<file path="src/rtl/sfq_seq_pkg.sv">
// Shared types and helpers for the SFQ DFFT pulse sequencer.
// Holds the FSM state encoding, default timing constants and a saturating increment.
package sfq_seq_pkg;

  typedef enum logic [2:0] {
    IDLE,
    SETUP,
    CLKP,
    WINDOW,
    RESP,
    HOLD
  } state_t;

  localparam int SETUP_CYC_DEF = 3;
  localparam int WIN_CYC_DEF   = 4;
  localparam int HOLD_CYC_DEF  = 2;

  // Increment v, sticking at the all-ones value of a w-bit counter.
  function automatic logic [31:0] sat_inc(input logic [31:0] v, input int unsigned w);
    logic [31:0] max_v;
    max_v = (w >= 32) ? 32'hFFFF_FFFF : ((32'd1 << w) - 32'd1);
    return (v >= max_v) ? v : v + 32'd1;
  endfunction

endpackage

</file>
<file path="src/rtl/sfq_toggle_detect.sv">
// Converts a toggle-encoded SFQ wire into a one-cycle pulse per level transition.
// The reference level reloads every cycle, so reset leaves no false edge behind.
module sfq_toggle_detect (
  input  logic clk,
  input  logic rst,
  input  logic i_lvl,
  output logic o_pulse
);

  logic r_prev;

  always_ff @(posedge clk) begin
    r_prev <= i_lvl;
  end

  assign o_pulse = (i_lvl ^ r_prev) & ~rst;

endmodule

</file>
<file path="src/rtl/sfq_dfft_pulse_sequencer.sv">
// Drives one DFFT-style SFQ cell through a set / clk / capture cycle per request,
// returning the captured bit and tracking mismatches and out-of-window pulses.
module sfq_dfft_pulse_sequencer
  import sfq_seq_pkg::*;
#(
  parameter int SETUP_CYC = SETUP_CYC_DEF,
  parameter int WIN_CYC   = WIN_CYC_DEF,
  parameter int HOLD_CYC  = HOLD_CYC_DEF,
  parameter int CNT_W     = 8
) (
  input  logic             clk,
  input  logic             rst,
  input  logic             req_valid,
  input  logic             req_data,
  output logic             req_ready,
  output logic             sfq_set_o,
  output logic             sfq_clk_o,
  input  logic             sfq_out_i,
  output logic             rsp_valid,
  output logic             rsp_data,
  output logic             rsp_mismatch,
  output logic [CNT_W-1:0] mismatch_cnt,
  output logic [CNT_W-1:0] spurious_cnt,
  output logic             err_spurious
);

  state_t           r_state, w_state_nxt;
  logic [15:0]      r_cnt, w_cnt_nxt;
  logic             r_bit, r_cap, r_set, r_clk, r_err;
  logic [CNT_W-1:0] r_mis_cnt, r_spur_cnt;
  logic             w_pulse, w_accept, w_tog_set, w_tog_clk;
  logic             w_capture, w_spur, w_mis;

  sfq_toggle_detect u_out_det (
    .clk     (clk),
    .rst     (rst),
    .i_lvl   (sfq_out_i),
    .o_pulse (w_pulse)
  );

  assign w_accept  = (r_state == IDLE) && req_valid;
  assign w_mis     = r_cap ^ r_bit;
  // Only the first pulse inside the window counts; every other pulse is spurious.
  assign w_capture = w_pulse && (r_state == WINDOW) && !r_cap;
  assign w_spur    = w_pulse && !w_capture;

  always_comb begin
    w_state_nxt = r_state;
    w_cnt_nxt   = r_cnt;
    w_tog_set   = 1'b0;
    w_tog_clk   = 1'b0;
    case (r_state)
      IDLE: begin
        if (req_valid) begin
          w_state_nxt = SETUP;
          w_cnt_nxt   = '0;
          w_tog_set   = req_data;
        end
      end
      SETUP: begin
        if (r_cnt == 16'(SETUP_CYC - 1)) begin
          w_state_nxt = CLKP;
          w_cnt_nxt   = '0;
          w_tog_clk   = 1'b1;
        end else begin
          w_cnt_nxt = r_cnt + 16'd1;
        end
      end
      CLKP: begin
        w_state_nxt = WINDOW;
        w_cnt_nxt   = '0;
      end
      WINDOW: begin
        if (r_cnt == 16'(WIN_CYC - 1)) begin
          w_state_nxt = RESP;
          w_cnt_nxt   = '0;
        end else begin
          w_cnt_nxt = r_cnt + 16'd1;
        end
      end
      RESP: begin
        w_state_nxt = (HOLD_CYC == 0) ? IDLE : HOLD;
        w_cnt_nxt   = '0;
      end
      HOLD: begin
        if (r_cnt == 16'(HOLD_CYC - 1)) begin
          w_state_nxt = IDLE;
          w_cnt_nxt   = '0;
        end else begin
          w_cnt_nxt = r_cnt + 16'd1;
        end
      end
      default: w_state_nxt = IDLE;
    endcase
  end

  always_ff @(posedge clk) begin
    if (rst) begin
      r_state    <= IDLE;
      r_cnt      <= '0;
      r_bit      <= 1'b0;
      r_cap      <= 1'b0;
      r_set      <= 1'b0;
      r_clk      <= 1'b0;
      r_mis_cnt  <= '0;
      r_spur_cnt <= '0;
      r_err      <= 1'b0;
    end else begin
      r_state <= w_state_nxt;
      r_cnt   <= w_cnt_nxt;
      r_set   <= r_set ^ w_tog_set;
      r_clk   <= r_clk ^ w_tog_clk;
      if (w_accept) begin
        r_bit <= req_data;
        r_cap <= 1'b0;
      end else if (w_capture) begin
        r_cap <= 1'b1;
      end
      if (w_spur) begin
        r_spur_cnt <= CNT_W'(sat_inc(32'(r_spur_cnt), CNT_W));
        r_err      <= 1'b1;
      end
      if ((r_state == RESP) && w_mis) begin
        r_mis_cnt <= CNT_W'(sat_inc(32'(r_mis_cnt), CNT_W));
      end
    end
  end

  assign req_ready    = (r_state == IDLE) && !rst;
  assign sfq_set_o    = r_set;
  assign sfq_clk_o    = r_clk;
  assign rsp_valid    = (r_state == RESP);
  assign rsp_data     = rsp_valid && r_cap;
  assign rsp_mismatch = rsp_valid && w_mis;
  assign mismatch_cnt = r_mis_cnt;
  assign spurious_cnt = r_spur_cnt;
  assign err_spurious = r_err;

endmodule
</file>
<file path="config.mk">
export PLATFORM = sky130hd
export DESIGN_NAME = sfq_dfft_pulse_sequencer
export DESIGN_NICKNAME = d
export VERILOG_FILES = /design/src/rtl/sfq_seq_pkg.sv /design/src/rtl/sfq_toggle_detect.sv /design/src/rtl/sfq_dfft_pulse_sequencer.sv
export SDC_FILE = /design/constraint.sdc
export NUM_CORES = 1
export LEC_CHECK = 0
export BUFFER_PORTS_ARGS = -buffer_cell sky130_fd_sc_hd__clkbuf_2
export CORE_MARGIN = 1
export CORE_UTILIZATION = 56
export DETAILED_ROUTE_END_ITERATION = 10
export PLACE_DENSITY = 0.78
export SLEW_MARGIN = 15
export SYNTH_ARGS = -nofsm -noshare
export SYNTH_HDL_FRONTEND = slang
export SYNTH_HIERARCHICAL = 1
export SYNTH_SLANG_ARGS = --single-unit
</file>
<file path="constraint.sdc">
create_clock -name clk -period 2 [get_ports clk]
set_input_delay 0.4 -clock clk [delete_from_list [all_inputs] [get_ports clk]]
set_output_delay 0.4 -clock clk [all_outputs]
set_load 0.005 [all_outputs]
</file>
==> flow_metrics.py, run 1 <==
metrics = {
    "status": {
        "outcome": "finished clean",
    },
    "hold_path": {
        "min_from": "sfq_out_i",
        "hold_path.class": "primary input to flop",
    },
    "sta": {
        "timing.fmax_mhz": 534.0,
        "fin_setup_tns_ns": 0,
        "hold_viol_final": 0,
        "fin_skew_ns": 0.01234,
        "rsz0062_at_grt": "false",
        "worst_pin_slew_ns": 0.6869,
        "drv_slew": 0,
        "maxSlewHeadroom_pct": 54.00,
        "finalSetupViolations": 0,
        "timing.final.ws_setup_ns": 0.1275,
        "timing.final.crit_share_pct": 93.63,
        "period_needed_ns": 1.873,
    },
    "floorplan": {
        "core_sq_um": 3416,
        "die_w_um": 62.20,
        "fp-row-count": 21,
        "die_y_um": 62.20,
        "start_util_pct": 59.41,
        "dieArea_sq_um": 3869,
        "ios": 28,
    },
    "global_route": {
        "grt_pass1_vias": 1614,
        "grt_pass1_wl_mm": 6.886,
        "grt_overflow": 0,
        "grt_antenna_before_repair": 0,
        "grt_max_degree": 28,
        "track_usage_pct": 22.52,
    },
    "critical_path": {
        "cp.required_ns": 1.60,
        "start_kind": "flop",
        "critical_path_buf_inv_count": 3,
        "end_kind": "output port",
        "timing.rr.start": "r_cnt[5]",
        "critical-path-max-stage-delay_ns": 0.39,
        "crit_chain": "buf_4 > nor3b_4 > buf_4 > and2_1 > clkbuf_2",
        "cp_max_fo": 9,
        "critical_path_class": "flop to output port",
        "cp-startpoint": "r_state[1]",
        "critPathSlowestCell": "dfxtp_4",
        "path_common_cell": "buf_4",
        "crit_family": "buffers and inverters",
        "cp.arrival_ns": 1.47,
    },
    "clocking": {
        "clk_path_buf_depth": 2,
        "root_buffer": "clkbuf_4",
        "cts_buffers": 5,
        "clk_latency_ns": 0.35,
        "cts_tree": "done",
        "cts_max_level": 2,
        "clkTransAtPathRegs_ns": 0.12,
        "cts_sinks": 41,
        "hold_buffers": 0,
    },
    "routing": {
        "ant_nets": 0,
        "viasPerCell": 5.494,
        "wl_per_cell_um": 12.23,
        "drt-pass1-iter-count": 4,
        "first_iter_violations": 117,
        "vias": 1758,
        "wl_mm": 3.912,
        "drc": 0,
    },
    "yosys": {
        "ys_seq_elements": 41,
        "yosysTopAreaCellShare_pct": 40.44,
        "synth.top_cells.by_area": "dfxtp_1, nor2_1, xnor2_1",
        "synthFlopType": "dfxtp_1",
        "seq_area_frac_synth_pct": 40.44,
        "netlist_area_sq_um": 2029,
        "yosysTopAreaCell": "dfxtp_1",
        "synth_edf_count": 0,
        "avgSynthCellArea_sq_um": 8.636,
        "async_flop_share_pct": 0,
        "synth_fp_nets": 245,
        "synthCells": 235,
        "ys_warn_count": 6,
        "ys_types": 40,
    },
    "power": {
        "p_leak_nw": 0.8917,
        "power.density_nw_per_um2": 614.5,
        "vdd_ir_drop_max_mv": 0.3677,
    },
    "flow_run": {
        "maxCapViolations": 0,
    },
    "cells_and_area": {
        "final_nets": 283,
        "drive_above_1_share_pct": 22.63,
        "final_cell_mix": "nor2_1, dfxtp_1, clkbuf_2",
        "num_antenna_cells": 0,
        "final_util_pct": 68.90,
        "syn_to_final_growth_pct": 15.97,
    },
    "place": {
        "pre_cts_ws_ns": 0.1467,
        "routabilityCongestion": 0.8767,
        "port_buffers": 27,
        "post-dp-hpwl_mm": 2.883,
    },
}
[path summary, 6_finish.rpt]
kind,end,slack [ns],cells after the start
setup / recovery,rsp_data,0.13,5
hold / removal,u_out_det/r_prev,0.16,1
setup reg to reg,r_cnt[7],0.14,6
hold reg to reg,r_bit,0.48,2
[timing repair]
action / 4_1_cts / 5_1_grt
setup endpoints to repair: 0 / 4
setup buffers: 0 / 0
resized for setup: 0 / 6
[metal layers]
metal	global-route usage, %	wire length, um	part of all wire [%]	up-vias
met3	7.169	236	6.0	7
li1	-	-	-	901
met1	28.28	1859	48	795
met2	35.44	1759	45	55
met4	9.593	57	1.5	0
met5	0	0	0	-
[state kept, by name (all words and copies together), names as in the netlist]
register          cells
sfq_set_o             1
spurious_cnt          8
r_cap                 1
err_spurious          1
sfq_clk_o             1
r_bit                 1
mismatch_cnt          8
r_cnt                16
r_state               3
u_out_det/r_prev      1
[through the flow]
stage | area (sq um) | instances | total power, mW | hold WS (ns)
after CTS | 2337 | 320 | 1.458 | 0.1568
final | 2354 | 320 | 1.446 | 0.1629
after detailed placement | 2267 | 312 | 1.001 | 0.4698
after floorplan | 2029 | 235 | 0.9542 | 0.4277
after global placement | 2267 | 312 | 0.9987 | 0.4629
after global routing | 2354 | 320 | 1.533 | 0.1368
[power breakdown]
group | total (mW) | internal, mW | switching [mW]
Clock | 0.463 | 0.204 | 0.259
Combinational | 0.136 | 0.0582 | 0.0781
Sequential | 0.847 | 0.832 | 0.0155
Total | 1.45 | 1.09 | 0.352
[layout make-up]
| cell class | instances | area [sq um] |
|---|---|---|
| flip-flops and latches | 41 | 825.8 |
| inverters | 9 | 33.78 |
| clock inverters | 1 | 5.005 |
| fillers | 296 | 1062 |
| well taps | 46 | 57.56 |
| repair buffers | 40 | 232.7 |
| clock buffers | 7 | 65.06 |
| multi-input cells | 176 | 1134 |
[Yosys cell counts, types with 2 or more instances]
cell type / count
nor3_1: 8
clkbuf_1: 4
o21ai_0: 8
dfxtp_1: 41
nor3_2: 2
and4_1: 2
and2_1: 4
ha_1: 5
nand2_1: 12
nor3b_2: 2
nand2b_1: 2
a211oi_1: 3
mux2i_1: 4
a21oi_1: 9
buf_6: 2
inv_1: 9
buf_2: 3
xnor2_1: 15
nand3_1: 11
o211ai_1: 2
nand4_1: 11
or3_1: 5
xor2_1: 11
nor4_1: 6
nor2_1: 39
[cells by family after synthesis]
family                     synth area share [%]
xor gates and xnor gates                  11.22
muxes                                     1.973
and+or+nand+nor                           29.96
AOI/OAI and AO/OA                         9.063
buffers and inverters                     4.253
adders and majority gates                 3.083
DFF                                       40.44
Note: power is estimated with default switching activity, not from simulation.
==> run 2, diff against run 1 <==
--- a/config.mk
+++ b/config.mk
@@ -5,6 +5,7 @@
 export SDC_FILE = /design/constraint.sdc
 export NUM_CORES = 1
 export LEC_CHECK = 0
+export ABC_CLOCK_PERIOD_IN_PS = 2000
 export BUFFER_PORTS_ARGS = -buffer_cell sky130_fd_sc_hd__clkbuf_2
 export CORE_MARGIN = 1
 export CORE_UTILIZATION = 56
@@ -13,5 +14,5 @@
 export SLEW_MARGIN = 15
 export SYNTH_ARGS = -nofsm -noshare
 export SYNTH_HDL_FRONTEND = slang
-export SYNTH_HIERARCHICAL = 1
 export SYNTH_SLANG_ARGS = --single-unit
+export TNS_END_PERCENT = 10
==> run 2 against run 1 <==
Clock power rose by 5.8%. Synthesized cell count fell by 0.43%. Sequential share of layout area fell by 0.18 points. Die area barely moved. Combinational power rose by 32%. Register-to-register slack improved by 0.04 ns. Fmax rose by 3.1%. Cell count fell by 0.63%. Area after synthesis barely moved.
==> flow_metrics.py, run 2 <==
metrics = {
    "status": {
        "outcome": "finished clean",
    },
    "global_route": {
        "grt_pass1_wl_mm": 6.727,
        "grt_antenna_before_repair": 0,
        "grt_pass1_vias": 1513,
        "grt_overflow": 0,
        "top_usage_layer": "met2",
        "use_met2_pct": 35.30,
        "gr-usage-met1_pct": 27.01,
        "track_usage_pct": 21.74,
        "met3_usage_pct": 5.331,
        "grt_max_degree": 16,
    },
    "clocking": {
        "clkTransAtPathRegs_ns": 0.13,
        "clk_path_buf_depth": 2,
        "cts_tree": "done",
        "cts_buffers": 5,
        "cts_sinks": 41,
        "cts_max_level": 2,
        "hold_buffers": 0,
        "clk_latency_ns": 0.37,
        "root_buffer": "clkbuf_4",
    },
    "critical_path": {
        "cp.arrival_ns": 1.42,
        "cp_max_fo": 8,
        "cp.required_ns": 1.60,
        "end_kind": "output port",
        "crit_family": "flip-flops",
        "critical_path_class": "flop to output port",
        "critPathSlowestCell": "dfxtp_1",
        "crit_chain": "buf_4 > nor4_1 > clkbuf_2",
        "start_kind": "flop",
        "critical_path_buf_inv_count": 2,
        "critical-path-max-stage-delay_ns": 0.40,
    },
    "sta": {
        "fin_skew_ns": 0.01681,
        "timing.fmax_mhz": 550.4,
        "hold_viol_final": 0,
        "maxSlewHeadroom_pct": 64.57,
        "rsz0062_at_grt": "false",
        "fin_setup_tns_ns": 0,
        "drv_slew": 0,
        "period_needed_ns": 1.817,
        "worst_pin_slew_ns": 0.5315,
        "finalSetupViolations": 0,
        "timing.final.crit_share_pct": 90.84,
        "whs_ns": 0.1530,
    },
    "yosys": {
        "synth_edf_count": 0,
        "synth-compound-area-share_pct": 12.14,
        "synth_fp_nets": 244,
        "yosysTopAreaCell": "dfxtp_1",
        "synth-simple-area-share_pct": 28.84,
        "synthFlopType": "dfxtp_1",
        "synth_xor_xnor_area_share_pct": 11.21,
        "yosysTopAreaCellShare_pct": 40.42,
        "ys_warn_count": 0,
        "yosysMostFrequentCell": "dfxtp_1",
        "ys_types": 41,
        "synth.top_cells.by_area": "dfxtp_1, nor2_1, xnor2_1",
        "netlist_area_sq_um": 2031,
        "async_flop_share_pct": 0,
        "ys_seq_elements": 41,
        "synth_fa_ha_area_share_pct": 3.081,
        "avgSynthCellArea_sq_um": 8.678,
        "synthMuxAreaShare_pct": 0.9858,
        "seq_area_frac_synth_pct": 40.42,
        "synthCells": 234,
        "synth_top_family_by_area": "simple AND/OR/NAND/NOR gates",
        "synth_commonest_cells": "dfxtp_1, nor2_1, nand2_1",
    },
    "place": {
        "port_buffers": 27,
        "routabilityCongestion": 0.8214,
        "post-dp-hpwl_mm": 2.796,
        "dpl.cell_count": 310,
    },
    "cells_and_area": {
        "final_common_cell": "dfxtp_1",
        "final_nets": 281,
        "largest_register_ffs": 16,
        "stdcell_count": 318,
        "register_area_sq_um": 820.8,
        "nFillCells": 291,
        "syn_to_final_growth_pct": 15.77,
        "regMostFlops": "r_cnt",
        "final_cell_mix": "dfxtp_1, nor2_1, clkbuf_2",
        "multiInputGateArea_sq_um": 1155,
        "final_util_pct": 68.83,
        "drive_above_1_share_pct": 20.96,
        "num_antenna_cells": 0,
    },
    "routing": {
        "first_iter_violations": 123,
        "wl_per_cell_um": 12.41,
        "drc": 0,
        "drt-pass1-iter-count": 4,
        "wl_mm": 3.946,
        "vias": 1724,
        "ant_nets": 0,
        "viasPerCell": 5.421,
    },
    "floorplan": {
        "die_y_um": 62.22,
        "dieArea_sq_um": 3871,
        "start_util_pct": 59.45,
        "core_sq_um": 3416,
        "fp-row-count": 21,
        "die_w_um": 62.22,
        "ios": 28,
    },
    "power": {
        "power.switching_uw": 406.3,
        "vdd_ir_drop_max_mv": 0.4796,
        "seqPwrFrac_pct": 56.2,
        "p_leak_nw": 0.8963,
        "combPwrFrac_pct": 11.8,
        "netSwitchingFraction_pct": 26.55,
        "clkPwrFrac_pct": 32.0,
        "power.density_nw_per_um2": 651.0,
        "p_int_mw": 1.124,
    },
    "hold_path": {
        "hold_path.class": "primary input to flop",
    },
    "flow_run": {
        "maxCapViolations": 0,
    },
}
-- run 2: worst paths after layout --
| path | from | end | slack [ns] | cells past startpoint |
|---|---|---|---|---|
| hold / removal | sfq_out_i | u_out_det.r_prev | 0.15 | 1 |
| setup / recovery | r_state[1] | req_ready | 0.18 | 3 |
| setup reg to reg | spurious_cnt[0] | spurious_cnt[4] | 0.18 | 6 |
| hold reg to reg | err_spurious | err_spurious | 0.49 | 1 |
-- run 2: cell type report --
cell class              count  area share [%]
clock buffers               7           2.767
clock inverters             1          0.3725
inverters                   7           1.118
multi-input cells         178           49.12
flip-flops and latches     41           34.91
well taps                  46           2.448
repair buffers             38           9.260
-- run 2: cells by family after synthesis --
logic type / after synthesis
AND/OR/NAND/NOR: 116
buffers and inverters: 15
adder cells (fa/ha/maj): 5
multiplexers: 2
AO/OA/AOI/OAI: 29
flip-flops: 41
XOR/XNOR: 26
-- run 2: per-layer routing --
layer | routed length [um] | part of all wire [%]
met5 | 0 | 0
met4 | 55 | 1.4
met3 | 194 | 4.9
met2 | 1859 | 47
met1 | 1837 | 47
-- run 2: power groups by stage --
stage	Clock (mW)	Sequential [mW]	Combinational, mW
3_3_place_gp	0	0.878	0.174
5_1_grt	0.539	0.865	0.199
4_1_cts	0.501	0.860	0.177
2_1_floorplan	0	0.871	0.124
3_5_place_dp	0	0.878	0.176
6_report	0.490	0.860	0.180
-- run 2: timing repair --
action                     4_1_cts  5_1_grt
setup endpoints to repair        0       16
gates resized for setup          0        4
setup buffers                    0        0
-- run 2: stage by stage --
step / setup WS (ns) / cell area [sq um] / total power, mW
after floorplan: 0.2286 / 2031 / 0.9953
after global placement: 0.08373 / 2265 / 1.052
after detailed placement: 0.05216 / 2265 / 1.054
after CTS: 0.03312 / 2338 / 1.537
after global routing: 0.03660 / 2351 / 1.603
final: 0.1832 / 2351 / 1.530
==> run 3, diff against run 2 <==
--- a/config.mk
+++ b/config.mk
@@ -5,12 +5,12 @@
 export SDC_FILE = /design/constraint.sdc
 export NUM_CORES = 1
 export LEC_CHECK = 0
-export ABC_CLOCK_PERIOD_IN_PS = 2000
+export ABC_CLOCK_PERIOD_IN_PS = 2100
 export BUFFER_PORTS_ARGS = -buffer_cell sky130_fd_sc_hd__clkbuf_2
 export CORE_MARGIN = 1
-export CORE_UTILIZATION = 56
+export CORE_UTILIZATION = 60
 export DETAILED_ROUTE_END_ITERATION = 10
-export PLACE_DENSITY = 0.78
+export PLACE_DENSITY = 0.83
 export SLEW_MARGIN = 15
 export SYNTH_ARGS = -nofsm -noshare
 export SYNTH_HDL_FRONTEND = slang
==> constraint.sdc (replaced) <==
create_clock -name clk -period 2.1 [get_ports clk]
set_input_delay 0.42 -clock clk [delete_from_list [all_inputs] [get_ports clk]]
set_output_delay 0.42 -clock clk [all_outputs]
set_load 0.005 [all_outputs]
==> run 3 against run 2 <==
Setup slack better by 0.0021 ns. Clock power is 7.6% higher. Non-clock buffer count down 3. Count of clock-buffer cells in the layout did not move. Final area is 1.1% lower. Sequential share of layout area is 0.39 points higher. Clock skew is 0.0095 ns lower. Sequential cell count is the same. Cell count shrank 1.6%. Register-to-register slack hardly changed. First-iteration DRC count shrank 4.9%.
==> flow_metrics.py, run 3 (synthesis gave the netlist of run 2 again) <==
metrics = {
    "sta": {
        "fin_setup_tns_ns": 0,
        "hold_viol_final": 0,
        "maxSlewHeadroom_pct": 64.24,
        "finalSetupViolations": 0,
        "drv_slew": 0,
        "timing.final.ws_setup_ns": 0.1853,
        "worst_pin_slew_ns": 0.5365,
        "period_needed_ns": 1.915,
        "fin_skew_ns": 0.007329,
        "timing.fmax_mhz": 522.3,
        "rsz0062_at_grt": "false",
        "whs_ns": 0.1980,
        "timing.final.crit_share_pct": 91.17,
    },
    "clocking": {
        "hold_buffers": 0,
        "cts_sinks": 41,
        "clk_latency_ns": 0.35,
        "cts_buffers": 5,
        "clkTransAtPathRegs_ns": 0.11,
        "cts_max_level": 2,
        "clk_path_buf_depth": 2,
        "cts_tree": "done",
        "root_buffer": "clkbuf_4",
        "cts_resized": 0,
    },
    "critical_path": {
        "worst_r2r_path_depth": 5,
        "timing.rr.start": "r_cnt[2]",
        "critical_path_class": "flop to flop",
        "end_kind": "flop",
        "cp.arrival_ns": 2.15,
        "r2r_setup_slack_ns": 0.19,
        "cp_max_fo": 10,
        "start_kind": "flop",
        "cp-endpoint": "r_cnt[13]",
        "cp.required_ns": 2.33,
        "cp-startpoint": "r_cnt[2]",
        "worstReg2RegEnd": "r_cnt[13]",
    },
    "place": {
        "port_buffers": 27,
        "post-dp-hpwl_mm": 2.814,
        "pre_cts_ws_ns": 0.1884,
        "routabilityCongestion": 0.8091,
    },
    "global_route": {
        "grt_max_degree": 22,
        "grt_pass1_vias": 1552,
        "track_usage_pct": 23.39,
        "grt_overflow": 0,
        "grt_antenna_before_repair": 0,
        "grt_pass1_wl_mm": 6.348,
    },
    "power": {
        "vdd_ir_drop_max_mv": 0.3963,
        "p_leak_nw": 0.8774,
        "power.density_nw_per_um2": 648.6,
    },
    "cells_and_area": {
        "largest_register_ffs": 16,
        "drive_above_1_share_pct": 18.96,
        "final_nets": 278,
        "final_common_cell": "dfxtp_1",
        "regMostFlops": "r_cnt",
        "syn_to_final_growth_pct": 14.48,
        "final_cell_mix": "dfxtp_1, nor2_1, clkbuf_2",
        "nFillCells": 239,
        "final_util_pct": 74.32,
        "num_antenna_cells": 0,
    },
    "floorplan": {
        "fp-row-count": 20,
        "start_util_pct": 64.92,
        "core_sq_um": 3128,
        "die_w_um": 60.18,
        "die_y_um": 60.18,
        "ios": 28,
        "dieArea_sq_um": 3621,
    },
    "routing": {
        "vias": 1761,
        "ant_nets": 0,
        "drt-pass1-iter-count": 4,
        "first_iter_violations": 117,
        "wl_mm": 3.938,
        "drc": 0,
        "wl_per_cell_um": 12.58,
        "viasPerCell": 5.626,
    },
    "hold_path": {
        "hold_path.class": "primary input to flop",
    },
    "flow_run": {
        "maxCapViolations": 0,
    },
    "status": {
        "outcome": "finished clean",
    },
}
run 3: cell type report:
cell class | instances | area [sq um] | share of cell area [%]
multi-input cells | 178 | 1142 | 49.14
clock buffers | 7 | 55.05 | 2.368
flip-flops and latches | 41 | 820.8 | 35.31
repair buffers | 35 | 195.2 | 8.396
inverters | 7 | 26.28 | 1.130
well taps | 44 | 55.05 | 2.368
clock inverters | 1 | 30.03 | 1.292
run 3: worst min-delay path by stage:
stage / slack, ns / start / cells after the start / end
6_report: 0.20 / sfq_out_i / 1 / u_out_det.r_prev
5_1_grt: 0.18 / sfq_out_i / 1 / u_out_det.r_prev
4_1_cts: 0.19 / sfq_out_i / 1 / u_out_det.r_prev
3_5_place_dp: 0.46 / err_spurious / 1 / err_spurious
3_3_place_gp: 0.46 / err_spurious / 1 / err_spurious
2_1_floorplan: 0.45 / sfq_out_i / 0 / u_out_det.r_prev
run 3: stage by stage:
step	power, mW	area [sq um]	cells
after floorplan	0.9479	2031	234
after global placement	0.9932	2240	305
after detailed placement	0.9965	2240	305
after CTS	1.515	2325	313
after global routing	1.569	2325	313
final	1.508	2325	313
run 3: timing repair:
item                                    4_1_cts  5_1_grt
setup buffers                                 0        0
hold endpoints to repair                      0        0
endpoints found under the setup margin        0        1
run 3: critical path: stages (launching register included):
cell and delay [ns]:
dfxtp_1 0.39, nor4_1 0.26, and4_1 0.38, a21boi_2 0.19, o31ai_4 0.49, nor2_1 0.09
run 3: per-layer routing:
layer / vias up / share of wire, % / track usage [%]
met1: 815 / 44 / 25.53
met5: - / 0 / 0
li1: 896 / - / -
met2: 40 / 50 / 43.17
met4: 0 / 1.5 / 9.967
met3: 10 / 3.6 / 4.545
run 3: power by group:
part           internal [mW]  switching (mW)
registers              0.797          0.0247
logic                 0.0650          0.0945
clock network          0.284           0.243
total                   1.15           0.362
